[config.mk]
export PLATFORM = sky130hd
export DESIGN_NAME = fir_out_buffer
export DESIGN_NICKNAME = d
export VERILOG_FILES = /design/src/rtl/fir_out_buffer.sv
export SDC_FILE = /design/constraint.sdc
export NUM_CORES = 1
export LEC_CHECK = 0
export CORE_MARGIN = 1.5
export CORE_UTILIZATION = 35
export DETAILED_ROUTE_END_ITERATION = 8
export GPL_TIMING_DRIVEN = 0
export SLEW_MARGIN = 20
export SYNTH_ARGS = -nofsm -noshare
export SYNTH_HDL_FRONTEND = slang
export SYNTH_SLANG_ARGS = --single-unit
[constraint.sdc]
create_clock -name axis_clk -period 3 [get_ports axis_clk]
set_clock_uncertainty 0.2 [all_clocks]
set_input_delay 0.6 -clock axis_clk [delete_from_list [all_inputs] [get_ports axis_clk]]
set_output_delay 0.6 -clock axis_clk [all_outputs]
set_load 0.1 [all_outputs]
[src/rtl/fir_out_buffer.sv]
// -----------------------------------------------------------------------------
// fir_out_buffer
//   Elastic AXI-Stream buffer placed right after the FIR core's stream output.
//   It soaks up consumer back-pressure so the FIR pipeline keeps running. It
//   also checks each input frame's length against the programmed data length
//   and reports fill level, completed frames and length errors.
//
// Ports
//   axis_clk, axis_rst_n  clock (rising edge), asynchronous active-low reset
//   cfg_len               expected samples per frame, taken at a frame's first beat
//   s_tvalid/s_tdata/s_tlast/s_tready   input stream (from the FIR core)
//   m_tvalid/m_tdata/m_tlast/m_tready   output stream (first-word fall-through)
//   fifo_level            occupancy, 0 .. 2**pDEPTH_LOG2
//   frame_cnt             frames fully drained on the output side (wraps)
//   frame_done            one-cycle pulse after the output handshake of a tlast beat
//   len_err               sticky frame-length mismatch flag
// -----------------------------------------------------------------------------
module fir_out_buffer #(
  parameter int pDATA_WIDTH = 32,
  parameter int pDEPTH_LOG2 = 4,
  parameter int pLEN_WIDTH  = 10
) (
  input  logic                   axis_clk,
  input  logic                   axis_rst_n,
  input  logic [pLEN_WIDTH-1:0]  cfg_len,
  input  logic                   s_tvalid,
  input  logic [pDATA_WIDTH-1:0] s_tdata,
  input  logic                   s_tlast,
  output logic                   s_tready,
  output logic                   m_tvalid,
  output logic [pDATA_WIDTH-1:0] m_tdata,
  output logic                   m_tlast,
  input  logic                   m_tready,
  output logic [pDEPTH_LOG2:0]   fifo_level,
  output logic [15:0]            frame_cnt,
  output logic                   frame_done,
  output logic                   len_err
);

  localparam int DEPTH = 1 << pDEPTH_LOG2;
  localparam logic [pDEPTH_LOG2:0] LVL_FULL = (pDEPTH_LOG2 + 1)'(DEPTH);
  localparam logic [pDEPTH_LOG2:0] LVL_ONE  = (pDEPTH_LOG2 + 1)'(1);
  localparam logic [pDEPTH_LOG2-1:0] PTR_ONE = pDEPTH_LOG2'(1);

  // Storage entries are {tlast, tdata}
  logic [pDATA_WIDTH:0]   mem_q [DEPTH];
  logic [pDEPTH_LOG2-1:0] wr_ptr_q, wr_ptr_d;
  logic [pDEPTH_LOG2-1:0] rd_ptr_q, rd_ptr_d;
  logic [pDEPTH_LOG2:0]   level_q, level_d;
  logic                   rdy_en_q;
  logic [pLEN_WIDTH-1:0]  scnt_q, scnt_d;
  logic [pLEN_WIDTH-1:0]  len_q, len_d;
  logic                   len_err_q, len_err_d;
  logic [15:0]            frame_cnt_q, frame_cnt_d;
  logic                   frame_done_q, frame_done_d;

  logic                   push, pop;
  logic [pDATA_WIDTH:0]   head;
  logic [pLEN_WIDTH-1:0]  eff_len;
  logic [pLEN_WIDTH:0]    cnt_nx;
  logic                   mismatch;

  // rdy_en_q holds s_tready low while in reset and lets it rise on the first
  // edge afterwards; past that point only a full FIFO blocks the input.
  assign s_tready = rdy_en_q & (level_q != LVL_FULL);
  assign m_tvalid = (level_q != '0);
  assign push     = s_tvalid & s_tready;
  assign pop      = m_tvalid & m_tready;

  // The head is gated so the outputs read zero whenever the FIFO is empty
  assign head     = mem_q[rd_ptr_q];
  assign m_tdata  = m_tvalid ? head[pDATA_WIDTH-1:0] : '0;
  assign m_tlast  = m_tvalid & head[pDATA_WIDTH];

  assign fifo_level = level_q;
  assign frame_cnt  = frame_cnt_q;
  assign frame_done = frame_done_q;
  assign len_err    = len_err_q;

  // On the first beat cfg_len is not yet in len_q, so it is compared directly.
  // cnt_nx has one extra bit so scnt+1 cannot wrap onto a small cfg_len.
  assign eff_len = (scnt_q == '0) ? cfg_len : len_q;
  assign cnt_nx  = {1'b0, scnt_q} + (pLEN_WIDTH + 1)'(1);
  assign mismatch = (eff_len != '0) &&
                    (s_tlast ? (cnt_nx != {1'b0, eff_len})
                             : (cnt_nx == {1'b0, eff_len}));

  always_comb begin
    wr_ptr_d     = wr_ptr_q;
    rd_ptr_d     = rd_ptr_q;
    level_d      = level_q;
    scnt_d       = scnt_q;
    len_d        = len_q;
    len_err_d    = len_err_q;
    frame_cnt_d  = frame_cnt_q;
    frame_done_d = 1'b0;

    if (push) begin
      wr_ptr_d = wr_ptr_q + PTR_ONE;
      if (scnt_q == '0) len_d = cfg_len;
      scnt_d = s_tlast ? '0 : cnt_nx[pLEN_WIDTH-1:0];
      if (mismatch) len_err_d = 1'b1;
    end

    if (pop) begin
      rd_ptr_d = rd_ptr_q + PTR_ONE;
      if (head[pDATA_WIDTH]) begin
        frame_done_d = 1'b1;
        frame_cnt_d  = frame_cnt_q + 16'd1;
      end
    end

    if (push && !pop)      level_d = level_q + LVL_ONE;
    else if (pop && !push) level_d = level_q - LVL_ONE;
  end

  always_ff @(posedge axis_clk or negedge axis_rst_n) begin
    if (!axis_rst_n) begin
      wr_ptr_q     <= '0;
      rd_ptr_q     <= '0;
      level_q      <= '0;
      rdy_en_q     <= 1'b0;
      scnt_q       <= '0;
      len_q        <= '0;
      len_err_q    <= 1'b0;
      frame_cnt_q  <= '0;
      frame_done_q <= 1'b0;
    end else begin
      wr_ptr_q     <= wr_ptr_d;
      rd_ptr_q     <= rd_ptr_d;
      level_q      <= level_d;
      rdy_en_q     <= 1'b1;
      scnt_q       <= scnt_d;
      len_q        <= len_d;
      len_err_q    <= len_err_d;
      frame_cnt_q  <= frame_cnt_d;
      frame_done_q <= frame_done_d;
    end
  end

  // Payload storage is not reset; only entries below the level are ever shown
  always_ff @(posedge axis_clk) begin
    if (push) mem_q[wr_ptr_q] <= {s_tlast, s_tdata};
  end

endmodule

==> results by group <==
Timing
  – Relative slew slack: 32.53%
  – Setup TNS: -22.49 ns
  – Setup WS post-layout: -0.7219 ns
  – Tmin final: 3.722 ns
  – Slew of the pin with the lowest slew margin: 1.010 ns
  – RSZ-0062 raised after global routing: yes
  – Final Setup Violations: 33
  – WHS: 0.2658 ns
  – Final hold vios: 0
  – Peak Freq: 268.7 MHz
  – Slew Limit Fails: 0
  – Final period util: 124.1%

Critical path
  – Req. time, crit path: 2.20 ns
  – Setup crit start kind: register
  – Crit path max fanout: 7
  – Setup crit end kind: primary output
  – Crit path kind: register to primary output
  – CP arrival: 2.92 ns

Final layout
  – Layout cell share with drive strength beyond 1: 35.65%
  – Fill cells: 5418
  – Synth-to-Final Area Change: 24.99%
  – Finished Cell Area: 28690 µm²
  – Post-layout nets: 1329
  – Commonest non-fill, non-tap cell in the layout: edfxtp_1
  – Most frequent cells in the layout: 528 x edfxtp_1, 165 x mux4_2, 70 x clkbuf_16

Synthesis
  – Post-synthesis sequential area ratio: 74.75%
  – Cells after synthesis: 1074
  – Area contributors post-synth: edfxtp_1 69%, mux4_2 16%, dfrtp_1 5.7%, and2_1 1.4%, xnor2_1 1.1%
  – Area leader, netlist: edfxtp_1
  – #FFs+latches synth: 580
  – Syn Area/Cell: 21.37 µm²
  – Yosys cell types: 51
  – Ys Warns: 0
  – Area of the mapped netlist: 22950 µm²
  – Dominant synthesized flop cell: edfxtp_1
  – Post-Syn Nets: 1134
  – Asr flop ratio synth: 8.966%
  – Post-synth top area share: 69.08%
  – Post-synth EDFFs: 528

Clock network
  – Root buffer cell: clkbuf_16
  – CTS tree: built
  – Sink Count: 580
  – H-tree levels: 2
  – CTS clk-pin slew, worst paths: 0.06 ns
  – Worst-case clock buffer depth: 3
  – Clock Latency Late Sink: 0.63 ns
  – CTS Buf Count: 60

Place
  – Dpl hpwl: 28630 µm
  – Post-place setup slack: -1.652 ns
  – Port Buffer Count: 104
  – Area of placed instances: 25330 µm²
  – Routability cong.: 0.7845

Die
  – Die X: 259.1 µm
  – Num ports: 105
  – Initial Util: 35.54%
  – Die area: 67130 µm²
  – Die Y: 259.1 µm
  – Core area: 64580 µm²
  – Site Rows: 93

Status
  – Status: complete, but fails checks
  – Failing checks: negative setup slack

Global route
  – GRT Total Usage: 15.79%
  – GR Util met3: 3.056%
  – Global routing usage on met2: 26.31%
  – Most used routing layer in global routing: met2
  – Global-route wire length before repair: 77390 µm
  – Grt ovf: 0
  – Initial antenna violation count: 3
  – Vias in the first global route: 11800
  – Largest net degree at the start of global routing: 53
  – Met1 usage: 21.39%

Detailed routing
  – DR WL/cell: 24.53 µm
  – Drt total wl: 53410 µm
  – Post-route DRC: 0
  – Via Count: 11170
  – Antenna Nets Post-Route: 0
  – Starting DRT DRC Count: 799
  – Drt pass-1 iters: 7
  – DR vias/cell: 5.131

Power
  – PD cells: 1135 nW/µm²
  – Design Power: 32570 µW
  – Peak supply drop: 0.8209 mV
  – Leakage: 0.009563 µW

Min path
  – Hold Path Class: register to register

Run
  – Maxcap violations: 0
-- critical path, cell delays in order (launching register included) --
cell	delay, ns
dfrtp_1	0.39
buf_12	0.15
clkbuf_16	0.19
buf_16	0.15
mux4_2	0.51
mux4_2	0.52
and2_4	0.19
buf_12	0.16
-- registers in the layout, summed over array words and instances, names as in the netlist --
register and count:
rdy_en_q 1, frame_done 1, wr_ptr_q 4, rd_ptr_q 4, mem_q 528, scnt_q 10, len_err 1, fifo_level 5
len_q 10, frame_cnt 16
-- through the flow --
step           util, %  std cells
5_1_grt          44.42       2176
3_3_place_gp     39.21       2033
3_5_place_dp     39.22       2033
2_1_floorplan        -       1074
4_1_cts          43.84       2161
6_report         44.43       2177
-- what timing repair did --
action,in CTS,in global routing
endpoints found under the setup margin,67,44
pin swaps,13,14
gates resized for setup,428,29
gates cloned,3,10
hold buffers,1,0
setup buffers,13,11
hold endpoints to repair,52,0
-- Yosys cell counts (2+ instances only) --
master and count:
nand4_1 8, o21ai_0 20, clkbuf_1 35, nor3b_1 2, nand2_1 24, ha_1 12
nand3b_1 2, nor2_1 15, or3_1 2, dfrtp_1 52, a21oi_1 7, o31ai_1 5
and4_1 2, and2_1 52, a31oi_1 3, and3_1 10, mux2i_1 4, buf_1 17
nor4_1 7, a21o_1 3, o22ai_1 2, mux2_2 12, mux4_2 165, o211ai_1 2
inv_1 12, nor3_1 2, xor2_1 7, nand3_1 11, nand2b_1 2, xnor2_1 29
edfxtp_1 528
-- report_power, final --
group          switching (µW)  internal, µW
Combinational            8310          6550
Sequential                371          9440
Clock                    3230          4670
-- worst paths after layout --
| path | end | from | slack [ns] | depth (start not counted) |
|---|---|---|---|---|
| setup / recovery | m_tdata[7] | rd_ptr_q[0]$_DFFE_PN0P_ | -0.72 | 7 |
| hold / removal | frame_cnt[15]$_DFFE_PN0P_ | frame_cnt[15]$_DFFE_PN0P_ | 0.27 | 1 |
| setup reg to reg | frame_cnt[13]$_DFFE_PN0P_ | rd_ptr_q[0]$_DFFE_PN0P_ | 0.03 | 10 |
| hold reg to reg | frame_cnt[15]$_DFFE_PN0P_ | frame_cnt[15]$_DFFE_PN0P_ | 0.27 | 1 |
| max in group asynchronous | fifo_level[1]$_DFFE_PN0P_ | axis_rst_n | 1.74 | 2 |
| min in group asynchronous | frame_cnt[15]$_DFFE_PN0P_ | axis_rst_n | 0.36 | 2 |
-- layer usage --
layer  wire [µm]  vias to the layer above
li1            -                     4836
met1       23410                     6007
met2       26750                      255
met3        2443                       69
met4         788                        4
met5          23                        -
-- logic make-up (layout without fill, tap and decap cells) --
family                   after synthesis  in the layout  share of synthesized area, %
XOR/XNOR                              36             36                         1.374
buffers and inverters                 66            313                         1.117
AND/OR/NAND/NOR                      147            147                         3.674
adder cells (fa/ha/maj)               13             13                        0.7413
flip-flops                           580            580                         74.75
AO/OA/AOI/OAI                         50             50                         1.379
other                                  1              2                       0.01634
multiplexers                         181            181                         16.95
-- area by class of cell --
cell class,count,area [µm²],share of cell area [%]
Clock buffer,69,1545,5.386
Inverter,12,52.55,0.1832
Buffer,47,584.3,2.037
Sequential cell,580,17180,59.86
Timing Repair Buffer,140,1861,6.485
Tap cell,855,1070,3.729
Clock inverter,45,573.1,1.997
Multi-Input combinational cell,428,5827,20.31
Antenna cell,1,2.502,0.008722
Power figures use the tool's default switching activity.
